$ cat config.mk
export PLATFORM = sky130hd
export DESIGN_NAME = rr_grant_arbiter
export DESIGN_NICKNAME = d
export VERILOG_FILES = /design/src/rtl/rr_grant_arbiter.sv
export SDC_FILE = /design/constraint.sdc
export NUM_CORES = 1
export LEC_CHECK = 0
export CAP_MARGIN = 20
export CORE_MARGIN = 10
export CORE_UTILIZATION = 53
export CTS_CLUSTER_DIAMETER = 40
export DETAILED_ROUTE_END_ITERATION = 10
export GPL_ROUTABILITY_DRIVEN = 0
export PLACE_DENSITY = 0.89
export SYNTH_ARGS = -nofsm -noshare
export SYNTH_HDL_FRONTEND = slang
export SYNTH_SLANG_ARGS = --single-unit
$ cat constraint.sdc
create_clock -name clock -period 3.1 [get_ports clock]
set_clock_uncertainty 0.05 [all_clocks]
set_input_delay 0.62 -clock clock [delete_from_list [all_inputs] [get_ports clock]]
set_output_delay 0.62 -clock clock [all_outputs]
set_load 0.02 [all_outputs]
$ cat src/rtl/rr_grant_arbiter.sv
// rr_grant_arbiter: round-robin arbiter with a registered grant that is held until acknowledged
// Ports: clock, reset (async active-low), request[WIDTH], grant_ack, lock (only with RR_GRANT_ARBITER_LOCK_EN),
//        grant[WIDTH] one-hot, grant_index[IDX_W], grant_valid.
// Optional macro RR_GRANT_ARBITER_LOCK_EN: an ack with lock=1 keeps the current grant for multi-beat bursts.
module priority_encoder #(
  parameter int WIDTH = 8,
  parameter int IDX_W = 3
) (
  input  logic [WIDTH-1:0] in,
  output logic [IDX_W-1:0] idx,
  output logic             valid
);
  always_comb begin
    idx = '0;
    for (int i = WIDTH - 1; i >= 0; i--) if (in[i]) idx = IDX_W'(i);
  end
  assign valid = |in;
endmodule

module rr_grant_arbiter #(
  parameter int WIDTH = 8,
  parameter int IDX_W = $clog2(WIDTH)
) (
  input  logic             clock,
  input  logic             reset,
  input  logic [WIDTH-1:0] request,
  input  logic             grant_ack,
`ifdef RR_GRANT_ARBITER_LOCK_EN
  input  logic             lock,
`endif
  output logic [WIDTH-1:0] grant,
  output logic [IDX_W-1:0] grant_index,
  output logic             grant_valid
);
  typedef enum logic {IDLE, GRANT} state_t;
  state_t state, state_n;
  logic [IDX_W-1:0] ptr, ptr_n, inc, arb_ptr, m_idx, u_idx, win, gi_n;
  logic [WIDTH-1:0] e, masked, grant_n;
  logic m_v, u_v, lk, held, gv_n;
`ifdef RR_GRANT_ARBITER_LOCK_EN
  assign lk = lock;
`else
  assign lk = 1'b0;
`endif
  assign inc = grant_index == IDX_W'(WIDTH - 1) ? '0 : grant_index + 1'b1;
  // on an accept, re-arbitration already uses the advanced pointer and excludes the current winner
  assign arb_ptr = state == GRANT ? inc : ptr;
  assign e = state == GRANT ? request & ~grant : request;
  assign held = |(request & grant);
  always_comb begin
    masked = '0;
    for (int i = 0; i < WIDTH; i++) masked[i] = e[i] && (i >= int'(arb_ptr));
  end
  priority_encoder #(.WIDTH(WIDTH), .IDX_W(IDX_W)) u_masked (.in(masked), .idx(m_idx), .valid(m_v));
  priority_encoder #(.WIDTH(WIDTH), .IDX_W(IDX_W)) u_plain (.in(e), .idx(u_idx), .valid(u_v));
  assign win = m_v ? m_idx : u_idx;
  always_comb begin
    state_n = state;
    ptr_n = ptr;
    grant_n = grant;
    gi_n = grant_index;
    gv_n = grant_valid;
    if (state == IDLE || (grant_ack && !lk)) begin
      if (state == GRANT) ptr_n = inc;
      state_n = u_v ? GRANT : IDLE;
      grant_n = u_v ? WIDTH'(1) << win : '0;
      gi_n = u_v ? win : '0;
      gv_n = u_v;
    end else if (!held) begin
      state_n = IDLE;
      grant_n = '0;
      gi_n = '0;
      gv_n = 1'b0;
    end
  end
  always_ff @(posedge clock or negedge reset) begin
    if (!reset) begin
      state <= IDLE;
      ptr <= '0;
      grant <= '0;
      grant_index <= '0;
      grant_valid <= 1'b0;
    end else begin
      state <= state_n;
      ptr <= ptr_n;
      grant <= grant_n;
      grant_index <= gi_n;
      grant_valid <= gv_n;
    end
  end
endmodule
==> results.json, run 1 <==
{
  "outcome": "finished, final reports clean",
  "ys.warnings.count": 0,
  "path_delay_family": "compound AO/OA/AOI/OAI gates",
  "start_kind": "register",
  "ant_nets": 0,
  "grt_setup_unrepaired": "no",
  "path_depth": 8,
  "dpl.hpwl_um": 3130,
  "setup_ws_ns": 0.321,
  "slowest_delay_ns": 0.47,
  "arrival_ns": 2.88,
  "die_w_um": 70.8,
  "fillers": 212,
  "required_ns": 3.21,
  "synth_cell_types": 55,
  "crit_buf_inv": 0,
  "syn2layout_area_growth_pct": 18.8,
  "syn_area_um2": 1370,
  "timing.fmax_mhz": 360,
  "postSynthAreaPerCell_um2": 8.90,
  "insertion_delay_ns": 0.28,
  "setup_viol": 0,
  "r2r_setup_slack_ns": 0.32,
  "ctsHtreeMaxLevel": 1,
  "crit_chain": "ha_1 > ha_1 > nand2b_1 > o32ai_1 > nand2b_1 > a221o_1 > o32ai_2 > o21ai_1",
  "crit_fanout": 8,
  "antenna_found_initial": 0,
  "ctsLongestPathBuffers": 2,
  "synth-edff-count": 0,
  "drt_wl_total_um": 3970,
  "track_usage": 0.152,
  "die_y_um": 70.8,
  "synth_seq_cells": 15,
  "hold_class": "register to register",
  "grt_pass1_vias": 1311,
  "io_pins": 23,
  "slew_viol_final": 0,
  "grt_first_pass_wirelength_um": 6490,
  "dieArea_um2": 5020,
  "rr_endpoint": "grant[2]$_DFFE_PN0P_",
  "detailedRoute.firstIterationViolations": 165,
  "drc": 0,
  "diodes": 0,
  "hold_buffers": 0,
  "num_vias": 1393,
  "nNetsFinal": 192,
  "hold_violations": 0,
  "synth_nets": 167,
  "synthArstFlopShare": 1.00,
  "fin_crit_ns": 2.78,
  "synth_ff_type": "dfrtp_1",
  "r2r_cells": 8,
  "initial_core_util": 0.553,
  "maxCapViolations": 0,
  "peakVddDrop_mv": 0.753,
  "cp-end-kind": "register",
  "clock-root-buffer": "clkbuf_4",
  "grt_max_degree": 25,
  "tritoncts": "built",
  "placementRows": 18,
  "crit_slowest_cell": "dfrtp_1",
  "fin_crit_sh": 0.897,
  "cts_inserted_buffers": 3,
  "syn-instance-count": 154,
  "critical_path_class": "register to register",
  "min_from": "grant[6]$_DFFE_PN0P_",
  "detail_route.wl_per_cell_um": 19.1,
  "p_per_area_nw_per_um2": 960,
  "min_path_cells": 2,
  "core_area_um2": 2480,
  "place_ws_ns": 0.115,
  "fin_setup_tns_ns": 0,
  "worst_pin_slew_ns": 0.994,
  "clk_pin_slew_ns": 0.08,
  "post_drt_via_cell_ratio": 6.70,
  "io_buffers": 22,
  "synth.yosys.seq_area_share": 0.274,
  "firstDrtPassIters": 4,
  "leakagePower_nw": 0.661,
  "post_cts_buffers": 0,
  "cts_sinks": 15,
  "layout_common_cells": "nand2_1, clkdlybuf4s50_1, dfrtp_1",
  "power.total_mw": 1.56,
  "drive_above_1_share": 0.118,
  "layout_commonest_cell": "nand2_1",
  "slew_headroom": 0.334,
  "r2r_start": "grant_index[0]$_DFFE_PN0P_",
  "hold_end": "grant[6]$_DFFE_PN0P_",
  "cts_resized": 0,
  "grt_overflow_total": 0
}
[metal layers]
layer	vias to the layer above	share of wire	wire length (um)	global-route usage
li1	658	-	-	-
met1	658	0.44	1730	0.195
met2	69	0.46	1840	0.242
met3	8	0.081	320	0.0265
met4	0	0.019	74	0.0667
met5	-	0	0	0
[registers in the layout, indices dropped and copies added, names as in the netlist]
| signal | cells |
|---|---|
| grant_valid | 1 |
| grant_index | 3 |
| ptr | 3 |
| grant | 8 |
[cell families (layout without fill, tap and decap cells)]
kind of cell	after synthesis	count (layout)	synth area share
muxes	3	3	0.0237
buffers and inverters	7	31	0.0411
adders and majority gates	2	2	0.0183
DFF	15	15	0.274
and+or+nand+nor	64	64	0.247
AOI/OAI and AO/OA	63	63	0.395
[area by class of cell]
class	count	area (um2)	area share
well taps	30	37.5	0.0231
clock buffers	4	26.3	0.0161
multi-input cells	132	938	0.576
repair buffers	25	243	0.149
flip-flops and latches	15	375	0.231
inverters	2	7.51	0.00461
[metrics by stage]
step,instances,hold slack [ns],instance area (um2),utilization
4_1_cts,208,0.497,1630,0.657
6_report,208,0.499,1630,0.657
3_5_place_dp,204,0.477,1600,0.646
3_3_place_gp,204,0.473,1600,0.646
5_1_grt,208,0.532,1630,0.657
2_1_floorplan,154,0.274,1370,-
[how the worst max path moves through the flow]
stage,startpoint,endpoint,slack (ns)
3_5_place_dp,request[1],grant[7]$_DFFE_PN0P_,0.11
6_report,grant_index[0]$_DFFE_PN0P_,grant[2]$_DFFE_PN0P_,0.32
4_1_cts,grant_index[0]$_DFFE_PN0P_,grant[2]$_DFFE_PN0P_,0.32
3_3_place_gp,request[1],grant[6]$_DFFE_PN0P_,0.21
5_1_grt,grant_index[0]$_DFFE_PN0P_,grant[2]$_DFFE_PN0P_,0.18
2_1_floorplan,grant_index[0]$_DFFE_PN0P_,grant[6]$_DFFE_PN0P_,0.63
[power breakdown]
| part | internal, mW | switching (mW) | leakage [nW] |
|---|---|---|---|
| Clock | 0.0499 | 0.0566 | 0.0150 |
| Combinational | 0.475 | 0.592 | 0.454 |
| Sequential | 0.268 | 0.121 | 0.193 |
[worst register-to-register path, stage by stage (launching register included)]
cell	delay [ns]
dfrtp_1	0.47
ha_1	0.24
ha_1	0.36
nand2b_1	0.15
o32ai_1	0.19
nand2b_1	0.22
a221o_1	0.42
o32ai_2	0.44
o21ai_1	0.13
[Yosys cell counts, types with 3 or more instances]
cell / number / share of area
a31oi_1: 3 / 0.014
a211o_1: 3 / 0.019
o211a_1: 3 / 0.022
a22oi_1: 3 / 0.016
o221ai_1: 3 / 0.019
nor2_1: 10 / 0.027
a21boi_1: 3 / 0.016
nand3_1: 5 / 0.018
nand2b_1: 12 / 0.055
o21ai_0: 4 / 0.015
o21ai_1: 7 / 0.026
buf_6: 4 / 0.033
nand2_1: 23 / 0.063
dfrtp_1: 15 / 0.27
o211ai_1: 4 / 0.022
No activity file was read; power rests on OpenSTA's default activity.
==> run 2: changes to the inputs <==
- CORE_UTILIZATION: 53 -> 55
- PLACE_DENSITY: 0.89 -> 0.91
- clock period: 3.1 -> 3.4 ns (I/O delays scaled with it)
==> results.json, run 2 (synthesized netlist as in run 1, its figures left out) <==
{
  "fin_setup_tns_ns": 0,
  "dieArea_um2": 4890,
  "die_w_um": 69.9,
  "layout_common_cells": "nand2_1, clkdlybuf4s50_1, dfrtp_1",
  "r2r_start": "grant_index[0]$_DFFE_PN0P_",
  "cts_resized": 0,
  "cts_inserted_buffers": 3,
  "critical_path_class": "primary input to register",
  "required_ns": 3.58,
  "diodes": 0,
  "crit_start": "request[0]",
  "slew_viol_final": 0,
  "post_cts_buffers": 0,
  "hold_violations": 0,
  "start_kind": "primary input",
  "timing.fmax_mhz": 354,
  "antenna_found_initial": 0,
  "fillers": 193,
  "cts_sinks": 15,
  "hold_buffers": 0,
  "grt_overflow_total": 0,
  "final_util": 0.669,
  "dpl.hpwl_um": 3210,
  "fin_crit_sh": 0.830,
  "core_area_um2": 2430,
  "num_vias": 1439,
  "ant_nets": 0,
  "clk_pin_slew_ns": 0.09,
  "grt_max_degree": 22,
  "min_from": "grant[6]$_DFFE_PN0P_",
  "slew_headroom": 0.533,
  "die_y_um": 69.9,
  "clock-root-buffer": "clkbuf_4",
  "drt_wl_total_um": 4150,
  "grt_setup_unrepaired": "no",
  "power.total_mw": 1.45,
  "layout_commonest_cell": "nand2_1",
  "placementRows": 18,
  "initial_core_util": 0.563,
  "tritoncts": "built",
  "r2r_cells": 8,
  "outcome": "finished, final reports clean",
  "arrival_ns": 3.01,
  "detailedRoute.firstIterationViolations": 194,
  "min_path_cells": 2,
  "cp-end-kind": "register",
  "insertion_delay_ns": 0.30,
  "fin_crit_ns": 2.82,
  "setup_viol": 0,
  "io_buffers": 22,
  "io_pins": 23,
  "hold_class": "register to register",
  "nNetsFinal": 192,
  "multiInputGateArea_um2": 938,
  "regMostFlops": "grant",
  "grt_pass1_vias": 1483,
  "post_drt_via_cell_ratio": 6.92,
  "place_ws_ns": 0.328,
  "detail_route.wl_per_cell_um": 19.9,
  "drc": 0,
  "regArea_um2": 375,
  "drive_above_1_share": 0.118,
  "syn2layout_area_growth_pct": 18.8,
  "largest_reg_flops": 8,
  "grt_first_pass_wirelength_um": 7040,
  "ctsLongestPathBuffers": 2,
  "leakagePower_nw": 0.662,
  "p_per_area_nw_per_um2": 890,
  "setup_ws_ns": 0.577,
  "firstDrtPassIters": 4,
  "biggestRegsByFlops": "grant: 8 flops, grant_index: 3 flops, ptr: 3 flops",
  "maxCapViolations": 0,
  "ctsHtreeMaxLevel": 1,
  "crit_fanout": 7,
  "track_usage": 0.169,
  "worst_pin_slew_ns": 0.698,
  "peakVddDrop_mv": 0.544
}
==> run 2: cell counts in the layout (fill, tap and decap cells not counted) <==
Identical to the previous run, type by type.
==> run 2: power breakdown <==
part / switching, mW / internal [mW] / leakage [nW] / total (mW)
clock: 0.0606 / 0.0458 / 0.0150 / 0.106
combinational: 0.565 / 0.438 / 0.454 / 1.00
sequential: 0.0947 / 0.245 / 0.193 / 0.339
==> run 2: metal layers <==
layer / share of wire / global-route usage / up-vias
met5: 0 / 0 / -
met4: 0.028 / 0.0943 / 0
met3: 0.096 / 0.0438 / 13
met2: 0.47 / 0.261 / 87
met1: 0.41 / 0.207 / 688
li1: - / - / 651
==> run 2: area by class of cell <==
class,instances,share of cell area
tap,30,0.0231
clock buffer,4,0.0161
sequential,15,0.231
inverter,2,0.00461
timing repair buffer,25,0.149
multi-input combinational,132,0.576
==> run 2: stage by stage <==
step	cell area [um2]	hold WS [ns]	cells
3_5_place_dp	1600	0.476	204
3_3_place_gp	1600	0.469	204
4_1_cts	1630	0.495	208
6_report	1630	0.505	208
5_1_grt	1630	0.541	208
2_1_floorplan	1370	0.334	154
==> run 2: worst max-delay path, cell delays in order <==
cell and delay (ns):
clkdlybuf4s50_1 0.61, nor2_1 0.09, o221ai_1 0.51, o41ai_2 0.24, and2b_1 0.27, or4b_4 0.49, o21ai_2 0.12
==> run 2: final timing paths <==
kind                                         to  slack [ns]
min reg2reg                grant[6]$_DFFE_PN0P_        0.51
min                        grant[6]$_DFFE_PN0P_        0.51
max reg2reg                grant[2]$_DFFE_PN0P_        0.65
min in group asynchronous  grant[3]$_DFFE_PN0P_        0.73
max                        grant[6]$_DFFE_PN0P_        0.58
max in group asynchronous    ptr[1]$_DFFE_PN0P_        2.15
